<file path="config.mk">
export PLATFORM = sky130hd
export DESIGN_NAME = hilo_muldiv_ctrl_flat
export DESIGN_NICKNAME = d
export VERILOG_FILES = /design/src/rtl/hilo_muldiv_if.sv /design/src/rtl/hilo_muldiv_ctrl.sv /design/src/flat_wrapper.sv
export SDC_FILE = /design/constraint.sdc
export NUM_CORES = 1
export LEC_CHECK = 0
export BUFFER_PORTS_ARGS = -buffer_cell sky130_fd_sc_hd__buf_2
export CELL_PAD_IN_SITES_DETAIL_PLACEMENT = 1
export CELL_PAD_IN_SITES_GLOBAL_PLACEMENT = 1
export CORE_AREA = 2 2 153 155
export CTS_CLUSTER_SIZE = 10
export DETAILED_ROUTE_END_ITERATION = 12
export DIE_AREA = 0 0 155 157
export PLACE_DENSITY_LB_ADDON = 0.1
export SLEW_MARGIN = 5
export SYNTH_ARGS = -nofsm -noshare
export SYNTH_HDL_FRONTEND = slang
export SYNTH_SLANG_ARGS = --single-unit
</file>
<file path="constraint.sdc">
create_clock -name clk -period 2.75 [get_ports clk]
set_clock_uncertainty 0.2 [all_clocks]
set_input_delay 0.1375 -clock clk [delete_from_list [all_inputs] [get_ports clk]]
set_output_delay 0.1375 -clock clk [all_outputs]
set_load 0.02 [all_outputs]
</file>
<file path="src/rtl/hilo_muldiv_if.sv">
// Bundle between the execute stage, the HI/LO sequencer and the external
// multiplier/divider. The sequencer sits on the slave side.
interface hilo_muldiv_if;
    logic        req_valid;
    logic [2:0]  req_op;
    logic [31:0] req_a;
    logic [31:0] req_b;
    logic        flush;
    logic        busy;
    logic        done;
    logic        mul_valid;
    logic        mul_signed;
    logic [31:0] mul_a;
    logic [31:0] mul_b;
    logic [31:0] mul_hi;
    logic [31:0] mul_lo;
    logic        div_start;
    logic        div_cancel;
    logic        div_signed;
    logic [31:0] div_a;
    logic [31:0] div_b;
    logic        div_done;
    logic [31:0] div_q;
    logic [31:0] div_r;
    logic [31:0] hi;
    logic [31:0] lo;

    modport slave (
        input  req_valid, req_op, req_a, req_b, flush,
        input  mul_hi, mul_lo, div_done, div_q, div_r,
        output busy, done, mul_valid, mul_signed, mul_a, mul_b,
        output div_start, div_cancel, div_signed, div_a, div_b, hi, lo
    );

    modport master (
        output req_valid, req_op, req_a, req_b, flush,
        output mul_hi, mul_lo, div_done, div_q, div_r,
        input  busy, done, mul_valid, mul_signed, mul_a, mul_b,
        input  div_start, div_cancel, div_signed, div_a, div_b, hi, lo
    );
endinterface

</file>
<file path="src/rtl/hilo_muldiv_ctrl.sv">
// HI/LO sequencer: issues MULT/MULTU to a fixed-latency multiplier and
// DIV/DIVU to a start/done divider, stalls execute while busy, and owns
// the architectural HI/LO registers (also written directly by MTHI/MTLO).
module hilo_muldiv_ctrl #(
    parameter int MULT_LAT = 3
) (
    input  logic          clk,
    input  logic          resetn,
    hilo_muldiv_if.slave  bus
);
    localparam int CW = $clog2(MULT_LAT + 1);

    typedef enum logic [1:0] {S_IDLE, S_MUL, S_DIV, S_DZ} state_e;

    state_e        state_q, state_d;
    logic [CW-1:0] cnt_q, cnt_d;
    logic [31:0]   hi_q, hi_d, lo_q, lo_d;
    logic [31:0]   opa_q, opa_d, opb_q, opb_d;
    logic          sgn_q, sgn_d;
    logic          done_q, done_d;
    logic          accept;

    // done_q blocks the still-held request in the commit cycle from re-issuing
    assign accept = (state_q == S_IDLE) && bus.req_valid && !bus.flush && !done_q;

    // next-state, counter, HI/LO and operand latch logic
    always_comb begin
        state_d = state_q;
        cnt_d   = cnt_q;
        hi_d    = hi_q;
        lo_d    = lo_q;
        opa_d   = opa_q;
        opb_d   = opb_q;
        sgn_d   = sgn_q;
        done_d  = 1'b0;
        case (state_q)
            S_IDLE: begin
                if (accept) begin
                    if (!bus.req_op[2]) begin
                        // ops 0..3: bit1 selects divide, bit0 selects unsigned
                        opa_d = bus.req_a;
                        opb_d = bus.req_b;
                        sgn_d = ~bus.req_op[0];
                        cnt_d = '0;
                        if (!bus.req_op[1]) begin
                            state_d = S_MUL;
                            cnt_d   = CW'(1);
                        end else if (bus.req_b == 32'd0) begin
                            state_d = S_DZ;
                        end else begin
                            state_d = S_DIV;
                        end
                    end else if (bus.req_op == 3'd4) begin
                        hi_d = bus.req_a;
                    end else if (bus.req_op == 3'd5) begin
                        lo_d = bus.req_a;
                    end
                end
            end
            S_MUL: begin
                if (cnt_q == CW'(MULT_LAT)) begin
                    hi_d    = bus.mul_hi;
                    lo_d    = bus.mul_lo;
                    state_d = S_IDLE;
                    cnt_d   = '0;
                    done_d  = 1'b1;
                end else begin
                    cnt_d = cnt_q + CW'(1);
                end
            end
            S_DIV: begin
                // non-zero count marks that the start pulse has been sent
                cnt_d = CW'(1);
                if (bus.div_done) begin
                    hi_d    = bus.div_r;
                    lo_d    = bus.div_q;
                    state_d = S_IDLE;
                    cnt_d   = '0;
                    done_d  = 1'b1;
                end
            end
            S_DZ: begin
                // divide by zero leaves HI/LO untouched, just completes
                state_d = S_IDLE;
                done_d  = 1'b1;
            end
            default: begin
                state_d = S_IDLE;
                cnt_d   = '0;
            end
        endcase
        // flush overrides everything, including a same-cycle completion
        if (bus.flush) begin
            state_d = S_IDLE;
            cnt_d   = '0;
            hi_d    = hi_q;
            lo_d    = lo_q;
            done_d  = 1'b0;
        end
    end

    // state and datapath registers
    always_ff @(posedge clk or negedge resetn) begin
        if (!resetn) begin
            state_q <= S_IDLE;
            cnt_q   <= '0;
            hi_q    <= '0;
            lo_q    <= '0;
            opa_q   <= '0;
            opb_q   <= '0;
            sgn_q   <= 1'b0;
            done_q  <= 1'b0;
        end else begin
            state_q <= state_d;
            cnt_q   <= cnt_d;
            hi_q    <= hi_d;
            lo_q    <= lo_d;
            opa_q   <= opa_d;
            opb_q   <= opb_d;
            sgn_q   <= sgn_d;
            done_q  <= done_d;
        end
    end

    assign bus.busy       = (state_q != S_IDLE) | (bus.req_valid & ~bus.req_op[2] & ~done_q);
    assign bus.done       = done_q;
    assign bus.mul_valid  = (state_q == S_MUL);
    assign bus.mul_signed = sgn_q;
    assign bus.mul_a      = opa_q;
    assign bus.mul_b      = opb_q;
    assign bus.div_start  = (state_q == S_DIV) && (cnt_q == '0);
    assign bus.div_cancel = (state_q == S_DIV) && bus.flush;
    assign bus.div_signed = sgn_q;
    assign bus.div_a      = opa_q;
    assign bus.div_b      = opb_q;
    assign bus.hi         = hi_q;
    assign bus.lo         = lo_q;
endmodule

</file>
<file path="src/flat_wrapper.sv">
// flat-port wrapper written by rule: the top's interface ports become plain ports
module hilo_muldiv_ctrl_flat 
#(
    parameter int MULT_LAT = 3
)
  (clk, resetn, bus_req_valid, bus_req_op, bus_req_a, bus_req_b, bus_flush, bus_mul_hi, bus_mul_lo, bus_div_done, bus_div_q, bus_div_r, bus_busy, bus_done, bus_mul_valid, bus_mul_signed, bus_mul_a, bus_mul_b, bus_div_start, bus_div_cancel, bus_div_signed, bus_div_a, bus_div_b, bus_hi, bus_lo);
  hilo_muldiv_if bus_i ();
  input  logic clk;
  input  logic resetn;
  input wire logic [$bits(bus_i.req_valid)-1:0] bus_req_valid;
  input wire logic [$bits(bus_i.req_op)-1:0] bus_req_op;
  input wire logic [$bits(bus_i.req_a)-1:0] bus_req_a;
  input wire logic [$bits(bus_i.req_b)-1:0] bus_req_b;
  input wire logic [$bits(bus_i.flush)-1:0] bus_flush;
  input wire logic [$bits(bus_i.mul_hi)-1:0] bus_mul_hi;
  input wire logic [$bits(bus_i.mul_lo)-1:0] bus_mul_lo;
  input wire logic [$bits(bus_i.div_done)-1:0] bus_div_done;
  input wire logic [$bits(bus_i.div_q)-1:0] bus_div_q;
  input wire logic [$bits(bus_i.div_r)-1:0] bus_div_r;
  output wire logic [$bits(bus_i.busy)-1:0] bus_busy;
  output wire logic [$bits(bus_i.done)-1:0] bus_done;
  output wire logic [$bits(bus_i.mul_valid)-1:0] bus_mul_valid;
  output wire logic [$bits(bus_i.mul_signed)-1:0] bus_mul_signed;
  output wire logic [$bits(bus_i.mul_a)-1:0] bus_mul_a;
  output wire logic [$bits(bus_i.mul_b)-1:0] bus_mul_b;
  output wire logic [$bits(bus_i.div_start)-1:0] bus_div_start;
  output wire logic [$bits(bus_i.div_cancel)-1:0] bus_div_cancel;
  output wire logic [$bits(bus_i.div_signed)-1:0] bus_div_signed;
  output wire logic [$bits(bus_i.div_a)-1:0] bus_div_a;
  output wire logic [$bits(bus_i.div_b)-1:0] bus_div_b;
  output wire logic [$bits(bus_i.hi)-1:0] bus_hi;
  output wire logic [$bits(bus_i.lo)-1:0] bus_lo;
  assign bus_i.req_valid = bus_req_valid;
  assign bus_i.req_op = bus_req_op;
  assign bus_i.req_a = bus_req_a;
  assign bus_i.req_b = bus_req_b;
  assign bus_i.flush = bus_flush;
  assign bus_i.mul_hi = bus_mul_hi;
  assign bus_i.mul_lo = bus_mul_lo;
  assign bus_i.div_done = bus_div_done;
  assign bus_i.div_q = bus_div_q;
  assign bus_i.div_r = bus_div_r;
  assign bus_busy = bus_i.busy;
  assign bus_done = bus_i.done;
  assign bus_mul_valid = bus_i.mul_valid;
  assign bus_mul_signed = bus_i.mul_signed;
  assign bus_mul_a = bus_i.mul_a;
  assign bus_mul_b = bus_i.mul_b;
  assign bus_div_start = bus_i.div_start;
  assign bus_div_cancel = bus_i.div_cancel;
  assign bus_div_signed = bus_i.div_signed;
  assign bus_div_a = bus_i.div_a;
  assign bus_div_b = bus_i.div_b;
  assign bus_hi = bus_i.hi;
  assign bus_lo = bus_i.lo;
  hilo_muldiv_ctrl #(.MULT_LAT(MULT_LAT)) u_core (.clk(clk), .resetn(resetn), .bus(bus_i));
endmodule
</file>
==> results.md <==
* Largest net degree at the start of global routing at 69
* Startpoint types: flop
* VDD IR-drop max at 0.000348 V
* Synthesized Nets at 790
* Hold depth at 4
* Tcrit/Tclk final at 93.9%
* Worst reg-to-reg setup slack at 170 ps
* Nets at 1259
* Number of remaining DRC errors at 0
* PD cells at 1070 nW/um^2
* Starting Density at 30.9%
* Status: complete, no violations
* Ys flop type: dfrtp_1
* Buffers on Ports at between 300 and 400
* Clock root cell: clkbuf_16
* Max Cap Viol at 0
* Post-Syn Area at 6950 um^2
* GR Util met3 at 4.98%
* First-pass GRT wire length at 40.4 mm
* Met1 usage at between 20% and 30%
* GP Congestion at 0.820
* Top Usage Layer GRT: met2
* Worst hold start: bus_div_q[19]
* Num rows at 55
* Non-filler cells, final at 1348
* Die ar. at 24300 um^2
* Pre-CTS setup slack at 286 ps
* Setup WS post-layout at around 170 ps
* Register Area at 3350 um^2
* Initial antenna violation count at 1
* Yosys warnings at 0
* Leak at 5.23 nW
* # Post-CTS Setup Buffers at 0
* Commonest non-fill, non-tap cell in the layout: buf_2
* Maximum buffer depth of the clock tree at 2
* Die Height at 157 um
* DRT iter0 DRCs at 238
* Crit end category: flop
* Sequential element share of the synthesized area at 48.2%
* R2r startpoint: u_core.state_q[1]
* Commonest non-fill, non-tap cells in the layout: buf_2, dlygate4sd3_1, dfrtp_1, mux2_2, a21oi_1
* # fillers at 2492
* M2 GR Usage at between 40% and 50%
* I/O pins at 399
* Post-synth EDFFs at 0
* Clock transition at the registers of the reported paths at 60 ps
* Vias in the first global route at between 7k and 8k
* Clock Sinks at 134
* Hold endpoint: u_core.bus.lo[19]
* Total CTS buffers at 17
* Design Area, Final at 10900 um^2
* Crit path from: u_core.state_q[1]
* Area after DPL at approximately 8800 um^2
* CP top delay family: buffers and inverters
* Cells after synthesis at 582
* Asr flop ratio synth at 100%
* Die X at ~160 um
* RR Endpoint: u_core.bus.hi[19]
* Placed Cells at between 1k and 1.5k
* Number of synthesized register bits at 134
* Tmin final at 2580 ps
* GRT Overall Usage at 21.8%
* Post-Route WL at 26.9 mm
* Overflow after GRT at 0
* Final setup fails at 0
* Crit Path Class: reg2reg
* Area of the multi-input gates at 2890 um^2
* RSZ-0062 raised after global routing: no
* Fmax at about 390 MHz
* Crit-path slowest cell: dlygate4sd3_1
* Reg2reg path depth at 7
* Vias/cell at 4.83
* Share of post-route cells with drive strength above 1 at a little over half
* Dpl hpwl at roughly 19 mm
* Critical path, cell by cell: inv_1, ha_2, buf_4, a22oi_1, dlygate4sd3_1, a21oi_1, mux2_2
* Max Slew Vio Count at 0
* Routed len/inst at 19.9 um
* Critical Path AT at roughly 2700 ps
* Worst path max stage delay at 600 ps
* Via count at ~6.5k
* Final Hold Fails at 0
* Worst Tran Pin Value at 753 ps
* Number of distinct library cells after synthesis at 32
* Post-CTS Resized at 0
* Syn Area/Cell at between 10 and 15 um^2
* Worst rel slew slack at 49.8%
* Worst Path Buf+Inv at 3
* Core box area at roughly 23000 um^2
* CTS tree: built
* Class of the worst hold path: in2reg
* TritonRoute pass-1 iters at 4
* Maximum fanout along the worst path at 43
* Area growth syn-to-layout at 56.4%
* H-tree levels at 4
* ANT nets after route at 0
* CP required at a little under 3000 ps
* Clock network latency to the later pin of the worst-skew pair at 410 ps
* Fin Setup TNS at 0 ps
-- where the power goes --
part | total [W] | internal, W | switching (W)
clock | 0.00251 | 0.00162 | 0.000884
sequential | 0.00340 | 0.00284 | 0.000561
combinational | 0.00569 | 0.00233 | 0.00337
total | 0.0116 | 0.00679 | 0.00481
-- how the worst max path moves through the flow --
stage / endpoint / slack, ps / cells past startpoint
after global routing: u_core.bus.hi[19] / 40 / 7
after global placement: u_core.bus.div_a[29] / 400 / 5
after detailed placement: u_core.bus.lo[16] / 290 / 7
after floorplan: u_core.bus.lo[11] / 480 / 9
final: u_core.bus.hi[19] / 170 / 7
after CTS: u_core.bus.hi[19] / 220 / 7
-- state kept, by name, indices dropped and copies added (netlist names) --
register / flops
u_core.bus.lo: 32
u_core.bus.done: 1
u_core.bus.div_signed: 1
u_core.state_q: 2
u_core.bus.hi: 32
u_core.cnt_q: 2
u_core.bus.div_a: 32
u_core.bus.div_b: 32
-- through the flow --
stage / util [%] / total power [W] / hold WS (ps)
6_report: 48.3 / 0.0116 / 9.15
5_1_grt: 48.3 / 0.0123 / 10.3
4_1_cts: 48.3 / 0.0117 / 0.690
3_5_place_dp: 39.0 / 0.00889 / -116
3_3_place_gp: 39.0 / 0.00878 / -128
2_1_floorplan: - / 0.00720 / -358
-- per-layer routing --
| layer | up-vias | wire length [um] |
|---|---|---|
| li1 | 2982 | - |
| met2 | 269 | 14300 |
| met1 | 3214 | 10400 |
| met3 | 43 | 1570 |
| met4 | 2 | 623 |
| met5 | - | 9 |
-- area by class of cell --
type                       count  area share, %
multi-input combinational    336           26.6
tap                          285           3.28
clock buffer                  18           4.04
timing repair buffer         556           33.1
sequential                   134           30.9
inverter                       6          0.207
antenna                        1         0.0230
clock inverter                12           1.88
-- cells in the mapped netlist (5+ instances only) --
library cell,n,area [um^2]
buf_4,68,510
clkbuf_1,26,97.6
dfrtp_1,134,3350
mux2_1,6,67.6
ha_1,8,100
nor4_1,8,50.1
nor2_1,33,124
inv_1,6,22.5
buf_2,6,30.0
mux2_4,38,571
buf_6,6,67.6
o21ai_0,5,25.0
a21oi_1,67,335
a22oi_1,64,480
mux2_2,84,946
-- what timing repair did --
item | in CTS | in global routing
setup endpoints to repair | 0 | 0
hold buffers | 145 | 0
endpoints found under the hold margin | 260 | 0
-- worst register-to-register path, stage by stage (launching register included) --
cell	delay, ps
dfrtp_1	430
inv_1	160
ha_2	240
buf_4	410
a22oi_1	180
dlygate4sd3_1	600
a21oi_1	150
mux2_2	150
-- cells by family (layout without fill, tap and decap cells) --
logic type / count (synthesis) / after routing / synth area share [%]
multiplexers: 130 / 130 / 23.1
buffers and inverters: 112 / 592 / 10.5
other: 0 / 1 / 0
flip-flops: 134 / 134 / 48.2
AO/OA/AOI/OAI: 141 / 141 / 12.7
AND/OR/NAND/NOR: 57 / 57 / 4.09
adder cells (fa/ha/maj): 8 / 8 / 1.44
No activity file was read; power rests on OpenSTA's default activity.
